===== config.mk =====
export PLATFORM = sky130hd
export DESIGN_NAME = mult_div
export DESIGN_NICKNAME = d
export VERILOG_FILES = /design/src/rtl/mult_div_pkg.sv /design/src/rtl/mult_div_step.sv /design/src/rtl/mult_div.sv
export SDC_FILE = /design/constraint.sdc
export NUM_CORES = 1
export LEC_CHECK = 0
export ABC_CLOCK_PERIOD_IN_PS = 3900
export CAP_MARGIN = 0
export CORE_AREA = 2 2 164 166
export DETAILED_ROUTE_END_ITERATION = 6
export DIE_AREA = 0 0 166 168
export HOLD_SLACK_MARGIN = 0.15
export PLACE_DENSITY_LB_ADDON = 0.15
export SLEW_MARGIN = 40
export SYNTH_ARGS = -nofsm -noshare
export SYNTH_HDL_FRONTEND = slang
export SYNTH_HIERARCHICAL = 1
export SYNTH_SLANG_ARGS = --single-unit

===== constraint.sdc =====
create_clock -name clock -period 3.9 [get_ports clock]
set_input_delay 0.585 -clock clock [delete_from_list [all_inputs] [get_ports clock]]
set_output_delay 0.585 -clock clock [all_outputs]
set_load 0.005 [all_outputs]

===== src/rtl/mult_div_pkg.sv =====
// Shared types and constants for the iterative multiplier/divider.
package mult_div_pkg;
    localparam int MD_WIDTH   = 32;
    localparam int MD_LATENCY = 33;

    typedef enum logic [1:0] {
        IDLE = 2'd0,
        MULT = 2'd1,
        DIV  = 2'd2,
        DONE = 2'd3
    } md_state_t;

    function automatic logic [MD_WIDTH-1:0] md_abs(input logic [MD_WIDTH-1:0] v);
        return v[MD_WIDTH-1] ? -v : v;
    endfunction
endpackage


===== src/rtl/mult_div_step.sv =====
// One iteration of the shared datapath: radix-2 Booth step or restoring
// divide step on the {hi, lo} accumulator pair.
module mult_div_step
    import mult_div_pkg::*;
#(
    parameter int WIDTH = MD_WIDTH
) (
    input  logic             op_div_i,
    input  logic [WIDTH:0]   hi_i,
    input  logic [WIDTH-1:0] lo_i,
    input  logic             qm1_i,
    input  logic [WIDTH:0]   m_i,
    output logic [WIDTH:0]   hi_o,
    output logic [WIDTH-1:0] lo_o,
    output logic             qm1_o
);
    logic [WIDTH:0] sum;
    logic [WIDTH:0] rsh;
    logic [WIDTH:0] diff;

    always_comb begin
        unique case ({lo_i[0], qm1_i})
            2'b01:   sum = hi_i + m_i;
            2'b10:   sum = hi_i - m_i;
            default: sum = hi_i;
        endcase
        // hi holds the remainder, lo shifts the dividend out and the quotient in
        rsh  = {hi_i[WIDTH-1:0], lo_i[WIDTH-1]};
        diff = rsh - m_i;

        if (op_div_i) begin
            qm1_o = qm1_i;
            if (!diff[WIDTH]) begin
                hi_o = diff;
                lo_o = {lo_i[WIDTH-2:0], 1'b1};
            end else begin
                hi_o = rsh;
                lo_o = {lo_i[WIDTH-2:0], 1'b0};
            end
        end else begin
            hi_o  = {sum[WIDTH], sum[WIDTH:1]};
            lo_o  = {sum[0], lo_i[WIDTH-1:1]};
            qm1_o = lo_i[0];
        end
    end
endmodule


===== src/rtl/mult_div.sv =====
// Fixed 33-cycle signed multiply/divide unit: FSM, operand registers and
// result registers around a single shared iteration step.
module mult_div
    import mult_div_pkg::*;
#(
    parameter int WIDTH = MD_WIDTH
) (
    input  logic [WIDTH-1:0] data_operandA,
    input  logic [WIDTH-1:0] data_operandB,
    input  logic             ctrl_MULT,
    input  logic             ctrl_DIV,
    input  logic             clock,
    output logic [WIDTH-1:0] data_result,
    output logic             data_exception,
    output logic             data_resultRDY,
    input  logic             reset_n
);
    localparam logic [1:0] ST_IDLE = IDLE;
    localparam logic [1:0] ST_MULT = MULT;
    localparam logic [1:0] ST_DIV  = DIV;
    localparam logic [1:0] ST_DONE = DONE;

    logic [1:0]       state_q, state_d;
    logic [5:0]       cnt_q, cnt_d;
    logic [WIDTH:0]   hi_q, hi_d, m_q, m_d;
    logic [WIDTH-1:0] lo_q, lo_d, res_q, res_d;
    logic             qm1_q, qm1_d, op_div_q, op_div_d;
    logic             neg_q, neg_d, bzero_q, bzero_d;
    logic             exc_q, exc_d, rdy_q, rdy_d;

    logic [WIDTH:0]   step_hi;
    logic [WIDTH-1:0] step_lo;
    logic             step_qm1;
    logic [WIDTH:0]   prod_top;

    mult_div_step #(.WIDTH(WIDTH)) u_step (
        .op_div_i (op_div_q),
        .hi_i     (hi_q),
        .lo_i     (lo_q),
        .qm1_i    (qm1_q),
        .m_i      (m_q),
        .hi_o     (step_hi),
        .lo_o     (step_lo),
        .qm1_o    (step_qm1)
    );

    // product[63:31]; the product fits in 32 bits only if these all match
    assign prod_top = {hi_q[WIDTH-1:0], lo_q[WIDTH-1]};

    always_comb begin
        state_d  = state_q;
        cnt_d    = cnt_q;
        hi_d     = hi_q;
        lo_d     = lo_q;
        qm1_d    = qm1_q;
        m_d      = m_q;
        op_div_d = op_div_q;
        neg_d    = neg_q;
        bzero_d  = bzero_q;
        res_d    = res_q;
        exc_d    = exc_q;
        rdy_d    = 1'b0;

        if (ctrl_MULT || ctrl_DIV) begin
            op_div_d = !ctrl_MULT;
            state_d  = ctrl_MULT ? ST_MULT : ST_DIV;
            cnt_d    = '0;
            hi_d     = '0;
            qm1_d    = 1'b0;
            neg_d    = data_operandA[WIDTH-1] ^ data_operandB[WIDTH-1];
            bzero_d  = (data_operandB == '0);
            if (ctrl_MULT) begin
                m_d  = {data_operandA[WIDTH-1], data_operandA};
                lo_d = data_operandB;
            end else begin
                m_d  = {1'b0, md_abs(data_operandB)};
                lo_d = md_abs(data_operandA);
            end
        end else begin
            unique case (state_q)
                ST_MULT, ST_DIV: begin
                    hi_d  = step_hi;
                    lo_d  = step_lo;
                    qm1_d = step_qm1;
                    cnt_d = cnt_q + 6'd1;
                    if (cnt_q == 6'(WIDTH-1)) state_d = ST_DONE;
                end
                ST_DONE: begin
                    state_d = ST_IDLE;
                    rdy_d   = 1'b1;
                    if (!op_div_q) begin
                        res_d = lo_q;
                        exc_d = !((&prod_top) || !(|prod_top));
                    end else if (bzero_q) begin
                        res_d = '0;
                        exc_d = 1'b1;
                    end else begin
                        // a positive quotient with the top bit set is only -2^31 / -1
                        res_d = neg_q ? -lo_q : lo_q;
                        exc_d = !neg_q && lo_q[WIDTH-1];
                    end
                end
                default: ;
            endcase
        end
    end

    always_ff @(posedge clock or negedge reset_n) begin
        if (!reset_n) begin
            state_q  <= ST_IDLE;
            cnt_q    <= '0;
            hi_q     <= '0;
            lo_q     <= '0;
            qm1_q    <= 1'b0;
            m_q      <= '0;
            op_div_q <= 1'b0;
            neg_q    <= 1'b0;
            bzero_q  <= 1'b0;
            res_q    <= '0;
            exc_q    <= 1'b0;
            rdy_q    <= 1'b0;
        end else begin
            state_q  <= state_d;
            cnt_q    <= cnt_d;
            hi_q     <= hi_d;
            lo_q     <= lo_d;
            qm1_q    <= qm1_d;
            m_q      <= m_d;
            op_div_q <= op_div_d;
            neg_q    <= neg_d;
            bzero_q  <= bzero_d;
            res_q    <= res_d;
            exc_q    <= exc_d;
            rdy_q    <= rdy_d;
        end
    end

    assign data_result    = res_q;
    assign data_exception = exc_q;
    assign data_resultRDY = rdy_q;
endmodule


Word-level counts from Yosys, hierarchy flattened
Index checks and enable logic that the tools add are counted.

Flip-flop bits (word level): 144. Input bits: 68. Output and inout bits: 34. Word-level logic and storage cells: 74.

Add/subtract/negate cells: 7. Eq/ne operators: 8. Multiplexer cells: 29. Bitwise gates (word level): 2. Reductions and logical operators: 16.

Operators by type and width (count): two-way mux 32 bit (9); two-way mux 33 bit (5); negation 32 bit (3); one-hot mux 33 bit (2 select lines) (1); subtractor 33 bit (2); adder 33 bit (1); AND reduction 33 bit (1); OR reduction 33 bit (1); logical NOT 32 bit (1); two-way mux 6 bit (2); two-way mux 1 bit (8); adder 6 x 1 -> 6 bit (second input constant) (1); equality test 2 bit (second input constant) (3); equality test 6 x 5 -> 1 bit (second input constant) (1); two-way mux 2 bit (3); AND reduction 2 bit (3); equality test 2 x 1 -> 1 bit (second input constant) (2); logical NOT 1 bit (4); one-hot mux 2 bit (2 select lines) (1); inequality test 3 bit (second input constant) (1); nonzero test 3 bit (1); logical OR 1 bit (2); inequality test 2 x 1 -> 1 bit (second input constant) (1); nonzero test 2 bit (1); 4 further kinds (4).

Logic depth before layout (Yosys ltp)
Gate-level depths: netlist of run 1.

Depth after elaboration: 5. Depth in mapped cells: 19. Gate-level depth less buffers: 19.

Cells and area by module
Netlist of run 1, hierarchy kept.

By module, submodules not included: mult_div (instances 1, cells an instance 885, area each 8553.2 sq um, seq. area each 3603.5 sq um); mult_div_step (instances 1, cells an instance 817, area each 5656.7 sq um, seq. area each 0.0 sq um).

Worst setup path after synthesis of run 1
No wires, ideal clock.

Path kind: register -> register. Start point: reg m_q[2]. End point: reg hi_q[32]. Setup time: 0.072 ns. Arrival time: 3.883 ns. Required time: 3.828 ns. Slack: -0.055 ns. Cell stages (with the launch flop): 20. Buffers on the path: 0. Clock period less this slack: 3.955 ns. Cells stage by stage: dfrtp_1 nor4_1 nand3_1 nor2_1 nand3_1 nor4_1 nor2_1 xnor2_1 ha_1 a21o_1 a21o_1 a21oi_1 nor2_1 nor4b_1 a21oi_1 and3_1 a2111oi_0 and3_1 mux2i_1 nor2_1.

Word-level cells in the longest chain between the ends: 5. Elaborated cells on any way between the ends: 8. Those cells by class: add/sub: 3; mux: 5.

RTL lines: from (decl) (RTL line mult_div.sv:25) `logic [WIDTH:0] hi_q, hi_d, m_q, m_d;`; from (signal assigned) (RTL line mult_div.sv:128) `m_q <= m_d;`; subtractor 33 bit, or another cell as far along (RTL line mult_div_step.sv:24) `2'b10: sum = hi_i - m_i;`; one-hot mux 33 bit (2 select lines) / two-way mux 33 bit (equally long branches) (RTL line mult_div_step.sv:22, mult_div_step.sv:33); two-way mux 33 bit (*) (RTL line mult_div_step.sv:31) `if (op_div_i) begin`; named net step_hi[32] (RTL line mult_div.sv:31) `logic [WIDTH:0] step_hi;`; two-way mux 33 bit (*) (RTL line mult_div.sv:80) `unique case (state_q)`; two-way mux 33 bit (*) (RTL line mult_div.sv:64) `if (ctrl_MULT || ctrl_DIV) begin`; to (signal assigned) (RTL line mult_div.sv:125) `hi_q <= hi_d;`; to (decl) (RTL line mult_div.sv:25).

The timed path passes the listed nets; every way through them passes the cells marked *. The select of a mux whose other input is x is not followed. A chain may end at the register's enable or synchronous reset.

Worst setup path in the final report of run 1
Start point: reg m_q[1]. End point: reg hi_q[32].

Same word-level chain as after synthesis.

==> metrics.md, run 1 <==
| Metric | Value |
|---|---|
| Setup ws final | -0.0747 ns |
| Failing checks | design-rule violations, negative setup slack |
| Pwr Density | 391 nW/µm² |
| Worst IR Drop VDD | 0.000226 V |
| Synth area leaders | dfrtp_1, mux2i_1, xnor2_1 |
| Reg-to-reg setup timing slack | -0.07 ns |
| Area Growth Syn to Fin | 22.4% |
| DRT Pass-1 Iters | 7 |
| Worst setup EP type | flip-flop |
| Clk_lat worst skew | 0.45 ns |
| Share of cells above drive strength 1 | 0.177 |
| Largest net degree at the start of global routing | 103 |
| Max-cap violations | 0 |
| Top-area cell type share of the netlist area | 0.254 |
| Layout Utilization | 0.660 |
| CTS tree | yes |
| Min-delay worst type | flip-flop to flip-flop |
| Post-route ant nets | 0 |
| PortBufs | 101 |
| WP data arrival | 4.35 ns |
| Reg2reg start | m_q[1]$_DFFE_PN0N_ |
| I/O pin total | 102 |
| Initial antenna violation count | 0 |
| Period utilization | 1.02 |
| Number of synthesized flops with an enable pin | 0 |
| DIE HEIGHT | 168 µm |
| Hold Path End | data_result[10]$_DFFE_PN0P_ |
| WL final | 46700 µm |
| Final Critical Period | 3.97 ns |
| Syn Nets | 1843 |
| CTS sink cnt | 144 |
| Outcome | complete, but fails checks |
| Seq/Total Area, Yosys | 0.254 |
| RSZ-0062 raised after global routing | yes |
| Vias per cell | 6.43 |
| Tightest Pin Transition | 0.956 ns |
| Fin area | 17400 µm² |
| Die X | 166 µm |
| RR Endpoint | hi_q[32]$_DFFE_PN0P_ |
| Cts bufs inserted | 17 |
| Leakage | 0.00742 µW |
| Fillers | 2252 |
| Max frequency | 0.252 GHz |
| Most common cell after layout, fill and taps aside | dfrtp_1 |
| Gr ovfl total | 0 |
| Post-Synthesis Cells | 1702 |
| Distinct cells, synth | 92 |
| Worst EP required | 4.28 ns |
| # DRC | 2 |
| Final setup violation count | 4 |
| CTS root buf | clkbuf_16 |
| Die Area | 27900 µm² |
| Crit path max fanout | 4 |
| Syn. warnings | 6 |
| Hold path start | data_result[10]$_DFFE_PN0P_ |
| Cell row count | 60 |
| Final Hold Viols | 0 |
| Reg clk slew, reported paths | 0.07 ns |
| Ys flop type | dfrtp_1 |
| Pre-CTS WS | -0.112 ns |
| Async SR Flop Fraction | 1.00 |
| Std-Cell Core Area | 26400 µm² |
| Max clock buf depth | 2 |
| Slew headroom | 0.357 |
| Final slew viol count | 0 |
| Vias in the first global route | 13.8k |
| Skew final | 0.0189 ns |
| First-pass GRT wire length | 73000 µm |
| Total number of vias | 14.3k |
| Synth area leader | dfrtp_1 |
| Post-DP HPWL | 33700 µm |
| R2R depth | 20 |
| Hold path depth | 1 |
| Number of DRC markers in iteration 0 | 1177 |
| Nets@finish | 2007 |
| Critical path type | flip-flop to flip-flop |
| Total Negative Setup Slacks | -0.151 ns |
| H-Tree Depth | 4 |
| Avg Inst Size Synth | 8.35 µm² |
| GR Util All Layers | 0.322 |
| Netlist Area Pre-Place | 14200 µm² |
| Initial Utilization | 0.539 |
| #FFs+latches synth | 144 |
| Antenna cells | 0 |
| Commonest non-fill, non-tap cells in the layout | dfrtp_1, nor2_1, buf_4 |
| Dpl cell area | 16200 µm² |
| Critical path startpoint category | flip-flop |
| GP Congestion | 0.954 |
| Wire length per cell | 21.0 µm |
==> critical path, cell delays in order, from the launching register on <==
cell       delay, ns
dfrtp_1         0.43
inv_2           0.10
ha_4            0.13
nor3b_4         0.23
and4_4          0.28
buf_6           0.11
and3_4          0.19
buf_6           0.11
a21oi_4         0.06
xnor2_2         0.16
ha_1            0.32
a21o_1          0.20
a21oi_2         0.15
nor2_2          0.07
nor4b_4         0.27
a21oi_4         0.12
and3b_2         0.24
a2111oi_4       0.33
and3_1          0.20
mux2i_1         0.06
nor2_1          0.12
==> through the flow <==
step | total power (µW) | hold slack (ns) | instances
floorplan | 3820 | 0.289 | 1702
global placement | 4880 | 0.492 | 2161
detailed placement | 4930 | 0.493 | 2161
CTS | 6600 | 0.217 | 2198
global route | 7170 | 0.525 | 2220
finish | 6800 | 0.508 | 2220
==> power by group <==
part           internal (µW)  switching (µW)  total (µW)
clock network            852             785        1640
logic                   1570            1640        3210
registers               1700             253        1950
==> how the worst max path moves through the flow <==
stage                             from              endpoint  slack (ns)  cells after the start
global placement    m_q[0]$_DFFE_PN0N_  hi_q[32]$_DFFE_PN0P_        0.01                     21
detailed placement  m_q[0]$_DFFE_PN0N_  hi_q[32]$_DFFE_PN0P_       -0.11                     21
CTS                 m_q[1]$_DFFE_PN0N_  hi_q[32]$_DFFE_PN0P_       0.001                     21
finish              m_q[1]$_DFFE_PN0N_  hi_q[32]$_DFFE_PN0P_       -0.07                     20
floorplan           m_q[2]$_DFFE_PN0N_  hi_q[32]$_DFFE_PN0P_        0.07                     19
global route        m_q[5]$_DFFE_PN0N_  hi_q[32]$_DFFE_PN0P_       -0.25                     20
==> synth_stat cells, drive strengths merged (5+ instances only) <==
| cell type | instances |
|---|---|
| a32oi | 5 |
| o21a | 10 |
| or3 | 34 |
| nand4 | 24 |
| dfrtp | 144 |
| buf | 29 |
| and2 | 8 |
| nor2b | 11 |
| a221o | 8 |
| inv | 69 |
| nand2 | 124 |
| o221ai | 9 |
| or2 | 11 |
| o21ai | 106 |
| and3 | 11 |
| ha | 71 |
| mux2i | 95 |
| o211ai | 11 |
| a21o | 34 |
| or4 | 20 |
| xor2 | 43 |
| clkbuf | 74 |
| mux2 | 39 |
| a31oi | 44 |
| o22ai | 15 |
| a21oi | 102 |
| o41ai | 24 |
| nor3b | 5 |
| nand2b | 13 |
| a221oi | 6 |
| nor3 | 24 |
| a211oi | 25 |
| nand3 | 31 |
| o31ai | 38 |
| a22o | 33 |
| a22oi | 15 |
| a211o | 5 |
| a21boi | 6 |
| nor2 | 143 |
| nor4 | 25 |
| xnor2 | 109 |
==> flip-flops by register name (all words and copies together) (netlist names) <==
register and flops:
bzero_q 1, lo_q 32, op_div_q 1, neg_q 1, qm1_q 1, state_q 2
data_resultRDY 1, data_result 32, cnt_q 6, data_exception 1, m_q 33, hi_q 33
==> final cells by class <==
| type | count | area [µm²] | area share |
|---|---|---|---|
| multi-input combinational | 1384 | 10300 | 0.593 |
| timing repair buffer | 248 | 2210 | 0.127 |
| clock inverter | 14 | 123 | 0.00705 |
| clock buffer | 18 | 439 | 0.0253 |
| sequential | 144 | 3610 | 0.207 |
| tap | 341 | 427 | 0.0245 |
| inverter | 71 | 267 | 0.0153 |
==> cell families after synthesis <==
family,share of synthesized area
buf+inv,0.0497
xor+xnor,0.0947
flops,0.254
mux,0.0978
fa+ha+maj,0.0653
simple gates,0.177
compound gates,0.262
==> layer usage <==
metal | vias up | wire, µm | global-route usage
met5 | - | 0 | 0
met1 | 6981 | 20800 | 0.438
met2 | 492 | 21900 | 0.531
li1 | 6704 | - | -
met3 | 87 | 2690 | 0.0411
met4 | 0 | 1290 | 0.112
==> repair_timing <==
action,in CTS,in global routing
gates cloned,0,2
hold endpoints to repair,0,44
buffers inserted,5,18
hold buffers,0,1
pin swaps,6,45
setup endpoints to repair,6,30
resized for setup,16,71
Power figures use the tool's default switching activity.
==> run 2: changes to the inputs <==
CAP_MARGIN = default   (was 0)
==> results of run 2 <==
Final layout, timing and power as in run 1 (identical DEF).
